## config.mk

```make
export PLATFORM = sky130hd
export DESIGN_NAME = draw_box
export DESIGN_NICKNAME = d
export VERILOG_FILES = /design/src/rtl/draw_box.sv
export SDC_FILE = /design/constraint.sdc
export NUM_CORES = 1
export LEC_CHECK = 0
export CAP_MARGIN = 25
export CORE_MARGIN = 1
export CORE_UTILIZATION = 46
export CTS_CLUSTER_SIZE = 20
export DETAILED_ROUTE_END_ITERATION = 7
export PLACE_DENSITY = 0.68
export SLEW_MARGIN = 30
export SYNTH_ARGS = -nofsm -noshare
export SYNTH_HDL_FRONTEND = slang
export SYNTH_SLANG_ARGS = --single-unit
```

## constraint.sdc

```tcl
create_clock -name clk -period 2.6 [get_ports clk]
set_input_delay 0.52 -clock clk [delete_from_list [all_inputs] [get_ports clk]]
set_output_delay 0.52 -clock clk [all_outputs]
set_load 0.03 [all_outputs]
```

## src/rtl/draw_box.sv

```systemverilog
// Draw stage of the star finder: expands a bounding box by one pixel, clamps it to the
// image and raster-scans it, plotting the outline (or the whole box with DRAW_BOX_FILL_EN).
module draw_box #(
    parameter int unsigned      XSZ        = 3,
    parameter int unsigned      YSZ        = 3,
    parameter int unsigned      COLSZ      = 3,
    parameter int unsigned      MAX_X      = 6,
    parameter int unsigned      MAX_Y      = 6,
    parameter logic [COLSZ-1:0] BOX_COLOUR = 3'b100
) (
    input  logic             clk,
    input  logic             resetn,
    input  logic             goDraw,
    input  logic [YSZ-1:0]   top,
    input  logic [YSZ-1:0]   bottom,
    input  logic [XSZ-1:0]   left,
    input  logic [XSZ-1:0]   right,
    output logic [XSZ-1:0]   x,
    output logic [YSZ-1:0]   y,
    output logic [COLSZ-1:0] colour,
    output logic             plot,
    output logic             doneDraw
);

    localparam int unsigned XW = XSZ + 1;
    localparam int unsigned YW = YSZ + 1;
    localparam logic [XW-1:0] MAXXW = XW'(MAX_X);
    localparam logic [YW-1:0] MAXYW = YW'(MAX_Y);

    typedef enum logic [1:0] {
        IDLE = 2'd0,
        LOAD = 2'd1,
        SCAN = 2'd2,
        DONE = 2'd3
    } state_t;

    state_t state, nextState;

    logic [XSZ-1:0]   boxL, boxR, nextL, nextR, nextX;
    logic [YSZ-1:0]   boxT, boxB, nextT, nextB, nextY;
    logic             plotD, doneD;
    logic [COLSZ-1:0] colourD;

    // Expanded box computed one bit wider so the +1/-1 never wraps
    logic [XW-1:0] leftW, rightW, expL, expR;
    logic [YW-1:0] topW, bottomW, expT, expB;
    logic          boxValid;

    always_comb begin
        leftW   = {1'b0, left};
        rightW  = {1'b0, right};
        topW    = {1'b0, top};
        bottomW = {1'b0, bottom};
        expL    = (leftW == '0) ? '0 : leftW - XW'(1);
        expR    = (rightW == MAXXW - XW'(1)) ? rightW : rightW + XW'(1);
        expT    = (topW == '0) ? '0 : topW - YW'(1);
        expB    = (bottomW == MAXYW - YW'(1)) ? bottomW : bottomW + YW'(1);
        boxValid = (topW <= bottomW) && (leftW <= rightW) &&
                   (topW < MAXYW) && (bottomW < MAXYW) &&
                   (leftW < MAXXW) && (rightW < MAXXW);
    end

    // Next-state, next counters and the registered plot/done decode
    always_comb begin
        nextState = state;
        nextX     = x;
        nextY     = y;
        nextL     = boxL;
        nextR     = boxR;
        nextT     = boxT;
        nextB     = boxB;
        plotD     = 1'b0;
        doneD     = 1'b0;
        colourD   = '0;

        case (state)
            IDLE: begin
                if (goDraw) nextState = LOAD;
            end
            LOAD: begin
                nextL     = XSZ'(expL);
                nextR     = XSZ'(expR);
                nextT     = YSZ'(expT);
                nextB     = YSZ'(expB);
                nextX     = nextL;
                nextY     = nextT;
                nextState = boxValid ? SCAN : DONE;
            end
            SCAN: begin
                if (!goDraw) begin
                    nextState = IDLE;
                end else if (x == boxR && y == boxB) begin
                    nextState = DONE;
                end else if (x == boxR) begin
                    nextX = boxL;
                    nextY = y + YSZ'(1);
                end else begin
                    nextX = x + XSZ'(1);
                end
            end
            DONE: begin
                if (!goDraw) nextState = IDLE;
            end
            default: nextState = IDLE;
        endcase

        doneD = (nextState == DONE);
`ifdef DRAW_BOX_FILL_EN
        plotD = (nextState == SCAN);
`else
        plotD = (nextState == SCAN) &&
                (nextX == nextL || nextX == nextR || nextY == nextT || nextY == nextB);
`endif
        colourD = plotD ? BOX_COLOUR : '0;
    end

    always_ff @(posedge clk or negedge resetn) begin
        if (!resetn) begin
            state    <= IDLE;
            x        <= '0;
            y        <= '0;
            boxL     <= '0;
            boxR     <= '0;
            boxT     <= '0;
            boxB     <= '0;
            plot     <= 1'b0;
            colour   <= '0;
            doneDraw <= 1'b0;
        end else begin
            state    <= nextState;
            x        <= nextX;
            y        <= nextY;
            boxL     <= nextL;
            boxR     <= nextR;
            boxT     <= nextT;
            boxB     <= nextB;
            plot     <= plotD;
            colour   <= colourD;
            doneDraw <= doneD;
        end
    end

endmodule

```

; ---- Yosys cells after proc, flatten, opt, wreduce, memory -nomap -nowiden
; Cells that the tools add are included.
[word_totals]
register_bits = 25
n_memories = 0
ram_bits = 0
latch_bits = 0
romBits = 0
output_inout_bits = 11
wordCells = 71
input_bits = 15
[classes]
n_reduce_logical = 13
addsub = 6
eq_ne = 13
n_shift = 0
n_bitwise = 0
div_mod_pow = 0
multipliers = 0
muxes = 23
n_lt_le_gt_ge = 6
[op_table]
columns = cell, count
row1 = 2-to-1 mux 3 bit, 15
row2 = == test 3 bit, 6
row3 = adder 3 x 1 -> 3 bit (second input constant), 4
row4 = less-than comparator 3 bit (second input constant), 4
row5 = case mux 3 bit (2 select lines), 2
row6 = == test 2 bit (second input constant), 4
row7 = 2-to-1 mux 2 bit, 4
row8 = case mux 2 bit (4 select lines), 1
row9 = logical AND 1 bit, 7
row10 = == test 3 bit (second input constant), 2
row11 = <= comparator 3 bit, 2
row12 = logical NOT 3 bit, 2
row13 = subtractor 3 x 1 -> 3 bit (second input constant), 2
row14 = logical OR 1 bit, 3
row15 = == test 2 x 1 -> 1 bit (second input constant), 1
row16 = logical NOT 2 bit, 1
row17 = 2-to-1 mux 1 bit, 1

; ---- Longest topological paths before layout
; Gate-level depths: netlist (run 1).
[logic_depth]
ltp_word = 11
ltp_mapped = 11
mapped_depth_nobuf = 10

; ---- Least setup slack after synthesis (run 1)
; No wires, ideal clock.
[synth_timing]
path_kind = register -> register
startpoint = reg x[0]
endpoint = reg colour[2]
path_stages_with_launch = 11
n_path_buf = 2
setup_ns = 0.130
t_arrival_ns = 2.181
synth_period_minus_slack_ns = 2.311
setup_slack_ns = 0.289
path_cell_list = dfrtp_1 > buf_2 > xnor2_1 > and3_1 > buf_4 > nand3_1 > o41ai_2 > mux2_1 > nand4_1 > or2_2 > nand4_1
[synth_via]
elab_chain_cells = 11
[synth_lines]
columns = element, line_no
row1 = from (decl), 18  ; output logic [XSZ-1:0] x,
row2 = from (signal assigned), 131  ; x <= nextX;
row3 = adder 3 x 1 -> 3 bit or == test 3 bit (tied branches), "98, 92, 94"
row4 = 2-to-1 mux 3 bit or logical AND 1 bit (tied branches), "94, 92"
row5 = 2-to-1 mux 3 bit, 92  ; end else if (x == boxR && y == boxB) begin
row6 = 2-to-1 mux 3 bit, 90  ; if (!goDraw) begin
row7 = case mux 3 bit (2 select lines), 76  ; case (state)
row8 = == test 3 bit, 112  ; (nextX == nextL || nextX == nextR || nextY == nextT || nextY == nextB);
row9 = logical OR 1 bit (3 in series), 112
row10 = logical AND 1 bit *, 111  ; plotD = (nextState == SCAN) &&
row11 = net plotD, 41  ; logic plotD, doneD;
row12 = 2-to-1 mux 3 bit *, 114  ; colourD = plotD ? BOX_COLOUR : '0;
row13 = to (signal assigned), 138  ; colour <= colourD;
row14 = to (decl), 20  ; output logic [COLSZ-1:0] colour,
; Mark *: on every way through the listed nets, which the timed path passes. The rest lies on a longest branch.

; ---- Final worst setup path (run 1)
[layout_timing]
startpoint = in left[2]
endpoint = reg colour[2]
[layout_via]
elab_chain_cells = 11
[layout_lines]
columns = element, line_no
row1 = from (decl), 16  ; input logic [XSZ-1:0] left,
row2 = <= comparator 3 bit, 58  ; boxValid = (topW <= bottomW) && (leftW <= rightW) &&
row3 = logical AND 1 bit (2 in series), 58
row4 = logical AND 1 bit (2 in series), 59  ; (topW < MAXYW) && (bottomW < MAXYW) &&
row5 = logical AND 1 bit, 60  ; (leftW < MAXXW) && (rightW < MAXXW);
row6 = 2-to-1 mux 1 bit, 87  ; nextState = boxValid ? SCAN : DONE;
row7 = case mux 2 bit (4 select lines), 76
row8 = == test 2 bit, 111
row9 = logical AND 1 bit *, 111
row10 = net plotD, 41
row11 = 2-to-1 mux 3 bit *, 114
; Marks and branches as above.

==> results of run 1 <==
==> final cells by class <==
cell class | instances | share of cell area
Multi-Input combinational cell | 177 | 0.521
Inverter | 25 | 0.0363
Clock buffer | 4 | 0.0213
Tap cell | 50 | 0.0242
Timing Repair Buffer | 54 | 0.184
Sequential cell | 22 | 0.213
==> how the worst max path moves through the flow <==
stage,slack [ns],cells after the start,to,start
after floorplan,0.29,10,colour[2]$_DFF_PN0_,x[0]$_DFF_PN0_
after global routing,-0.007,11,colour[2]$_DFF_PN0_,state[0]$_DFF_PN0_
after detailed placement,-0.31,12,colour[2]$_DFF_PN0_,right[2]
after CTS,0.02,12,colour[2]$_DFF_PN0_,right[2]
after global placement,-0.21,12,colour[2]$_DFF_PN0_,bottom[2]
final,0.10,11,colour[2]$_DFF_PN0_,left[2]
==> cells by family (layout without fill, tap and decap cells) <==
kind of cell / count (synthesis) / in the layout
DFF: 22 / 22
AOI/OAI and AO/OA: 62 / 62
and+or+nand+nor: 71 / 71
xor gates and xnor gates: 17 / 17
muxes: 7 / 7
other: 1 / 2
buffers and inverters: 37 / 83
adders and majority gates: 18 / 18
==> registers in the layout (all words and copies together), names as in the netlist <==
name,flops
doneDraw,1
boxL,3
boxR,3
x,3
boxT,3
colour,1
y,3
state,2
boxB,3
==> stage by stage <==
step,power [mW],hold slack [ns],TNS (ns)
global route,3.37,0.617,-0.00682
floorplan,2.17,0.224,0
detailed placement,2.75,0.568,-0.312
global placement,2.74,0.556,-0.208
finish,3.11,0.589,0
CTS,3.03,0.582,0
==> power breakdown <==
group / internal, mW / total, mW / switching (mW)
registers: 0.502 / 0.642 / 0.140
clock network: 0.135 / 0.254 / 0.119
logic: 0.996 / 2.22 / 1.22
total: 1.63 / 3.11 / 1.48
==> timing repair <==
| action | 4_1_cts | 5_1_grt |
|---|---|---|
| setup buffers | 0 | 1 |
| endpoints found under the setup margin | 1 | 1 |
| pin swaps | 1 | 2 |
| resized for setup | 2 | 19 |
==> per-layer routing <==
metal / part of all wire / wire (µm) / GRT usage / vias up
li1: - / - / - / 930
met1: 0.48 / 2260 / 0.308 / 824
met2: 0.46 / 2180 / 0.359 / 60
met3: 0.041 / 194 / 0.0253 / 10
met4: 0.022 / 102 / 0.0665 / 0
met5: 0 / 0 / 0 / -
==> worst min-delay path: cells and delay by family, from the launching register on <==
family	cells	cell delay [ns]
flops	1	0.37
compound gates	1	0.11
buf+inv	1	0.04
==> cell usage in the layout, fill, tap and decap left out, types with 2 or more instances in the layout <==
cell type | netlist | final
o31ai_1 | 3 | 3
o221ai_1 | 2 | 2
nand2_1 | 22 | 21
and3_1 | 7 | 6
clkdlybuf4s50_1 | 0 | 18
o21ai_0 | 18 | 17
a31oi_1 | 4 | 2
nand4_1 | 6 | 6
nand3_1 | 10 | 10
dlymetal6s2s_1 | 0 | 5
ha_1 | 18 | 13
o211ai_1 | 5 | 5
or3_1 | 3 | 3
conb_1 | 1 | 2
a31oi_2 | 0 | 2
mux2i_1 | 3 | 3
ha_4 | 0 | 4
nand3b_1 | 3 | 3
xnor2_1 | 12 | 12
nor2_1 | 13 | 12
buf_4 | 4 | 31
o22ai_1 | 2 | 2
mux2_2 | 3 | 3
inv_2 | 0 | 2
a22oi_1 | 3 | 3
clkbuf_8 | 0 | 4
inv_1 | 25 | 23
a211oi_1 | 2 | 2
or2_2 | 2 | 2
dfrtp_1 | 22 | 22
xor2_1 | 4 | 4
a21oi_1 | 11 | 10
==> impl_summary.log, run 1 <==
INFO  metric synthTopCellsByArea = dfrtp_1 (28%), ha_1 (11%), xnor2_1 (5.3%), inv_1 (4.7%), o21ai_0 (4.6%)
INFO  metric coreArea = 0.00406 mm²
INFO  metric route.vias.total = 1824
INFO  metric cts_max_level = 1
INFO  metric hp-class = reg -> reg
INFO  metric cts_sinks = 22
INFO  metric timing.critical_path.arrival = ~2.7 ns
INFO  metric worst_skew_pair.late_latency = between 0.2 and 0.3 ns
INFO  metric grt_first_pass_wirelength = 7.67 mm
INFO  metric die_h = around 68 µm
INFO  metric synth.avg_cell_area = 8.41 µm²
INFO  metric vdd_ir_drop_max = 0.568 mV
INFO  metric final_critical_period = ~2.5 ns
INFO  metric timing.critical_path.required = about 2.8 ns
INFO  metric remaining_drc_errors = 0
INFO  metric antenna-diode-count = 0
INFO  metric max_freq = ~400 MHz
INFO  metric worstHoldPathCells = 2
INFO  metric count_of_flip_flops_with_a_built_in_enable_after_synthesis = 0
INFO  metric cts.hold.buffers_added = 0
INFO  metric stdcell_count = around 330
INFO  metric regToRegEndpoint = colour[2]$_DFF_PN0_
INFO  metric via_per_inst = between 5 and 6
INFO  metric worstPathCellList = clkdlybuf4s50_1, buf_4, inv_1, ha_1, or3_1, and2_1, nand2_1, mux2i_1, o32ai_2, nand4_1, nand4_1
INFO  metric finish.instance_area = about 0.0026 mm²
INFO  metric place_area = about 0.0024 mm²
INFO  metric nFillCells = around 340
INFO  metric worstSetupPathType = in -> reg
INFO  metric vias_in_the_first_global_route = roughly 1700
INFO  metric syn_inst = ~240
INFO  metric yosysWarningCount = 0
INFO  metric cap_viol_max_count = 0
INFO  metric synth-compound-area-share = 0.225
INFO  metric place_congestion = 0.894
INFO  metric io_buffers = 23
INFO  metric netlist.area_leader.share = 0.279
INFO  metric r2r_start = state[0]$_DFF_PN0_
INFO  metric post_detailed_routing_wire_length = 4.73 mm
INFO  metric slew_viol_final = 0
INFO  metric cpMaxStageDelayCell = clkdlybuf4s50_1
INFO  metric setup.worst_path.start_class = input pin
INFO  metric pre_cts_slack = -0.312 ns
INFO  metric syn2layout_area_growth = 30.8%
INFO  metric hold-path-endpoint = boxT[1]$_DFF_PN0_
INFO  metric netlist_area = 0.00198 mm²
INFO  metric drt_iter0_drc = 247
INFO  metric ys_async_sr_fraction = 1.00
INFO  metric post_synth_xor_area_fraction = 0.0792
INFO  metric timing.critical_path.max_delay_family = simple AND/OR/NAND/NOR gates
INFO  metric worst_clock_skew = a little under 0.002 ns
INFO  metric final_layout_size_suffix_gt1_frac = 0.223
INFO  metric post-route-period-util = 0.960
INFO  metric setup_viol = 0
INFO  metric std_cell_rows = 23
INFO  metric path_max_fanout = 4
INFO  metric clock_tree.buffer_depth = 2
INFO  metric synth_adder_area_share = 0.114
INFO  metric synthDistinctLibCells = 49
INFO  metric rrSetupSlack = approximately 0.2 ns
INFO  metric postLayoutSetupSlackWorst = ~0.10 ns
INFO  metric design.portCount = 26
INFO  metric p_per_area = around 1200 mW/mm²
INFO  metric worstHoldStart = boxT[1]$_DFF_PN0_
INFO  metric leading_post_synthesis_cells_by_instance_count = inv_1 (25), dfrtp_1 (22), nand2_1 (22)
INFO  metric avgRoutedWirePerCell = 14.2 µm
INFO  metric grtUsageTotal = 0.222
INFO  metric firstDrtPassIters = 4
INFO  metric multiInputGateArea = approximately 0.0013 mm²
INFO  metric grt_remaining_overflow = 0
INFO  metric die_w = ~68 µm
INFO  metric synth-simple-area-share = 0.180
INFO  metric synth_top_cell_by_area = dfrtp_1
INFO  metric cts-root-buf = clkbuf_8
INFO  metric synth_top_family_by_area = compound AO/OA/AOI/OAI gates
INFO  metric post_synth_mux_area_share = 0.0380
INFO  metric tritoncts = done
INFO  metric max_stage_delay = about 0.53 ns
INFO  metric cts_buffers = 3
INFO  metric ant_nets = 0
INFO  metric register_area = ~550 µm²
INFO  metric start_util = 0.487
INFO  metric nets = ~320
INFO  metric postLayoutCoreUtil = 0.637
INFO  metric final-hold-violation-count = 0
INFO  metric numPlacedInstances = around 330
INFO  metric grt_max_degree = 23
INFO  metric cts.clk_slew.worst_paths = 0.08 ns
INFO  metric status = finished clean
INFO  metric antenna_found_initial = 0
INFO  metric endpoint_kind = register
INFO  metric seq_area_frac_synth = 0.279
INFO  metric r2r_cells = 11
INFO  metric cpMostUsedCell = nand4_1
INFO  metric leakage_dissipation = between 1 and 1.5 nW
INFO  metric hpwl = 3.68 mm
INFO  metric ys.flop_type = dfrtp_1
INFO  metric worst-path-buf-inv = 3
INFO  metric synthMostInstantiatedCell = inv_1
INFO  metric synth.ff_latch_count = 22
INFO  metric die_area = roughly 0.0046 mm²
No activity file was read; power rests on OpenSTA's default activity.
==> inputs of run 2 (changes only) <==
--- a/config.mk
+++ b/config.mk
@@ -6,10 +6,10 @@
 export NUM_CORES = 1
 export LEC_CHECK = 0
 export CAP_MARGIN = 25
-export CORE_MARGIN = 1
 export CORE_UTILIZATION = 46
 export CTS_CLUSTER_SIZE = 20
 export DETAILED_ROUTE_END_ITERATION = 7
+export HOLD_SLACK_MARGIN = 0.05
 export PLACE_DENSITY = 0.68
 export SLEW_MARGIN = 30
 export SYNTH_ARGS = -nofsm -noshare
==> results of run 2 <==
Final layout, timing and power as in run 1 (identical DEF).
==> inputs of run 3 (changes only) <==
--- a/config.mk
+++ b/config.mk
@@ -5,12 +5,13 @@
 export SDC_FILE = /design/constraint.sdc
 export NUM_CORES = 1
 export LEC_CHECK = 0
+export ABC_AREA = 1
 export CAP_MARGIN = 25
 export CORE_UTILIZATION = 46
 export CTS_CLUSTER_SIZE = 20
 export DETAILED_ROUTE_END_ITERATION = 7
 export HOLD_SLACK_MARGIN = 0.05
-export PLACE_DENSITY = 0.68
+export PLACE_DENSITY = 0.69
 export SLEW_MARGIN = 30
 export SYNTH_ARGS = -nofsm -noshare
 export SYNTH_HDL_FRONTEND = slang
==> impl_summary.log, run 3 <==
INFO  metric netlist.area_leader.share = 0.284 (+0.00576)
INFO  metric yosysWarningCount = 0 (unchanged)
INFO  metric detail_route.wirelength.met1 = 2.07 mm (-8.3%)
INFO  metric rrSetupSlack = 0.52 ns (+0.32 ns)
INFO  metric seq_power_share = 0.221 (+0.015)
INFO  metric postLayoutCoreUtil = 0.559 (-0.0781)
INFO  metric route.vias.total = 1799 (-1.4%)
INFO  metric ys.flop_type = dfrtp_1
INFO  metric met3_wirelength = 130 µm (-33%)
INFO  metric hpwl = 3.32 mm (-9.7%)
INFO  metric synthMostInstantiatedCell = nand2_1
INFO  metric vdd_ir_drop_max = 0.418 mV (-26%)
INFO  metric firstDrtPassIters = 4 (unchanged)
INFO  metric finalHoldWorstSlack = 0.508 ns (-0.0803 ns)
INFO  metric grt_max_degree = 23 (unchanged)
INFO  metric most_common_cell_after_layout_fill_and_taps_aside = nand2_1
INFO  metric p_per_area = 1310 mW/mm² (+8.4%)
INFO  metric antenna-diode-count = 0 (unchanged)
INFO  metric cap_viol_max_count = 0 (unchanged)
INFO  metric regToRegEndpoint = colour[2]$_DFF_PN0_
INFO  metric timing.critical_path.arrival = 2.26 ns (-0.44 ns)
INFO  metric clock_tree.buffer_depth = 2 (unchanged)
INFO  metric clock_power_share = 0.084 (+0.002)
INFO  metric start_util = 0.480 (-0.00646)
INFO  metric routed.top_layer = met4
INFO  metric die_h = 66.9 µm (-0.99%)
INFO  metric cts_buffers = 3 (unchanged)
INFO  metric ys_async_sr_fraction = 1.00 (unchanged)
INFO  metric netlist_area = 0.00194 mm² (-2.0%)
INFO  metric tritoncts = done
INFO  metric unrepaired_setup_endpoints_after_global_routing = no
INFO  metric die_area = 0.00447 mm² (-2.0%)
INFO  metric final_layout_size_suffix_gt1_frac = 0.0643 (-0.159)
INFO  metric avgRoutedWirePerCell = 11.4 µm (-20%)
INFO  metric seq_area_frac_synth = 0.284 (+0.00576)
INFO  metric design.portCount = 26 (unchanged)
INFO  metric status = finished clean
INFO  metric r2r_cells = 13 (+2)
INFO  metric ant_nets = 0 (unchanged)
INFO  metric die_w = 66.9 µm (-0.99%)
INFO  metric synth_top_cell_by_area = dfrtp_1
INFO  metric path_max_fanout = 4 (unchanged)
INFO  metric hp-class = reg -> reg
INFO  metric coreArea = 0.00403 mm² (-0.71%)
INFO  metric syn2layout_area_growth = 16.3%
INFO  metric grt_remaining_overflow = 0 (unchanged)
INFO  metric worst-path-buf-inv = 2 (-1)
INFO  metric cpMostUsedCell = nand2_1
INFO  metric remaining_drc_errors = 0 (unchanged)
INFO  metric via_per_inst = 4.98 (-9.3%)
INFO  metric power_switching_share = 0.537 (+0.0611)
INFO  metric r2r_start = state[1]$_DFF_PN0_
INFO  metric setup_viol = 0 (unchanged)
INFO  metric dr_wl_met2 = 1.88 mm (-13%)
INFO  metric synthDistinctLibCells = 32 (-35%)
INFO  metric crit_start = left[2]
INFO  metric leakage_dissipation = 1.28 nW (+7.7%)
INFO  metric max_freq = 475 MHz (+19%)
INFO  metric end_point_of_the_critical_path = colour[2]$_DFF_PN0_
INFO  metric cts_max_level = 1 (unchanged)
INFO  metric nets = 345 (+9.2%)
INFO  metric timing.critical_path.required = 2.76 ns (-0.04 ns)
INFO  metric post-route-period-util = 0.809 (-0.151)
INFO  metric grt_first_pass_wirelength = 6.94 mm (-9.5%)
INFO  metric worstSetupPathType = in -> reg
INFO  metric count_of_flip_flops_with_a_built_in_enable_after_synthesis = 0 (unchanged)
INFO  metric tns = 0 ns (unchanged)
INFO  metric worst_skew_pair.late_latency = 0.26 ns (about the same)
INFO  metric cts-root-buf = clkbuf_8
INFO  metric synth.ff_latch_count = 22 (unchanged)
INFO  metric final-hold-violation-count = 0 (unchanged)
INFO  metric setup.worst_path.start_class = input pin
INFO  metric std_cell_rows = 23 (unchanged)
INFO  metric io_buffers = 23 (unchanged)
INFO  metric layout.cells.most_common_list = nand2_1 (82), inv_1 (52), nand3_1 (28), clkdlybuf4s50_1 (23), dfrtp_1 (22)
INFO  metric drt_iter0_drc = 130 (-47%)
INFO  metric pre_cts_slack = 0.250 ns (+0.562 ns)
INFO  metric cts.clk_slew.worst_paths = 0.08 ns (about the same)
INFO  metric place_congestion = 0.841 (-5.9%)
INFO  metric number_of_stages_on_the_worst_setup_path = 13 (+2)
INFO  metric cts_sinks = 22 (unchanged)
INFO  metric leading_post_synthesis_cells_by_instance_count = nand2_1 (82), inv_1 (52), nand3_1 (28)
INFO  metric slew_viol_final = 0 (unchanged)
INFO  metric cpMaxStageDelayCell = clkdlybuf4s50_1
INFO  metric antenna_found_initial = 0 (unchanged)
INFO  metric postLayoutSetupSlackWorst = 0.497 ns (+0.393 ns)
INFO  metric power_switching = 1.58 mW (+6.6%)
INFO  metric syn_inst = 287 (+22%)
INFO  metric share_comb_of_total_power = 0.694 (-0.018)
INFO  metric vias_in_the_first_global_route = 1581 (-8.0%)
INFO  metric post-cts-setup-buffer-count = 0 (unchanged)
INFO  metric synth.avg_cell_area = 6.74 µm² (-20%)
INFO  metric max_stage_delay = 0.54 ns (about the same)
INFO  metric internal_power = 1.36 mW (-17%)
INFO  metric timing.critical_path.max_delay_family = simple AND/OR/NAND/NOR gates
INFO  metric post_detailed_routing_wire_length = 4.11 mm (-13%)
INFO  metric cts.hold.buffers_added = 0 (unchanged)
INFO  metric worst_clock_skew = 0.00198 ns (+0.00000211 ns)
INFO  metric final_critical_period = 2.10 ns (-0.393 ns)
INFO  metric worstPathCellList = clkdlybuf4s50_1, inv_1, ha_1, nor3_1, nor2_1, nand2_1, nand2_1, nand2_1, nand2_1, nand3_1, nand2_1, nor2_1, nor2_1
INFO  metric endpoint_kind = register
INFO  metric nFillCells = 414 (+21%)
INFO  metric worstHoldStart = boxT[0]$_DFF_PN0_
INFO  metric synthTopCellsByArea = dfrtp_1 (28%), nand2_1 (16%), ha_1 (12%), inv_1 (10%), nand3_1 (7.2%)
INFO  metric grtUsageTotal = 0.206 (-0.0159)
INFO  metric cts_resized = 0 (-2)
## run 3: changes by cell type in the layout (fill, tap and decap cells not counted), sizes merged, moves of 8 or more
cell   change
nand3     +19
inv       +29
xnor2      -8
nand2     +68
o21ai     -10
buf       -28
## run 3: tightest hold or removal path, stage by stage, from the launching register on
cell and delay, ns:
dfrtp_1 0.34, a21oi_1 0.08, inv_1 0.06
## run 3: power groups by stage
stage                     Sequential (mW)  Combinational (mW)  Clock [mW]
after floorplan                     0.729                1.49           0
after global placement              0.656                2.00           0
after detailed placement            0.658                2.03           0
after CTS                           0.650                2.04       0.251
after global routing                0.672                2.33       0.274
final                               0.651                2.04       0.248
## run 3: layout make-up
class / instances / area, µm² / share of cell area
multi-input cells: 204 / 1120 / 0.499
flip-flops and latches: 22 / 551 / 0.245
repair buffers: 26 / 253 / 0.112
inverters: 55 / 206 / 0.0917
well taps: 50 / 62.6 / 0.0278
clock buffers: 4 / 55.1 / 0.0245
## run 3: worst min-delay path by stage
stage	end	slack, ns	cells past startpoint
floorplan	boxB[0]$_DFF_PN0_	0.22	0
global placement	boxT[0]$_DFF_PN0_	0.48	2
detailed placement	boxT[0]$_DFF_PN0_	0.48	2
CTS	boxT[0]$_DFF_PN0_	0.50	2
global route	boxT[1]$_DFF_PN0_	0.54	2
finish	boxT[0]$_DFF_PN0_	0.51	2
## run 3: kinds of logic (layout without fill, tap and decap cells)
family	Yosys count	in the layout	share of synthesized area
and+or+nand+nor	146	146	0.336
buffers and inverters	62	85	0.137
AOI/OAI and AO/OA	32	32	0.0931
DFF	22	22	0.284
adders and majority gates	18	18	0.116
xor gates and xnor gates	6	6	0.0310
other	1	2	0.00194
## run 3: layer usage
metal,vias to the layer above,GRT usage
met4,0,0.0426
met1,805,0.285
li1,944,-
met2,45,0.345
met3,5,0.0223
met5,-,0
## run 3: stage by stage
stage | instances | instance area (µm²) | power (mW)
detailed placement | 357 | 2200 | 2.68
finish | 361 | 2250 | 2.94
global route | 361 | 2250 | 3.28
floorplan | 288 | 1940 | 2.22
CTS | 361 | 2250 | 2.94
global placement | 357 | 2200 | 2.65
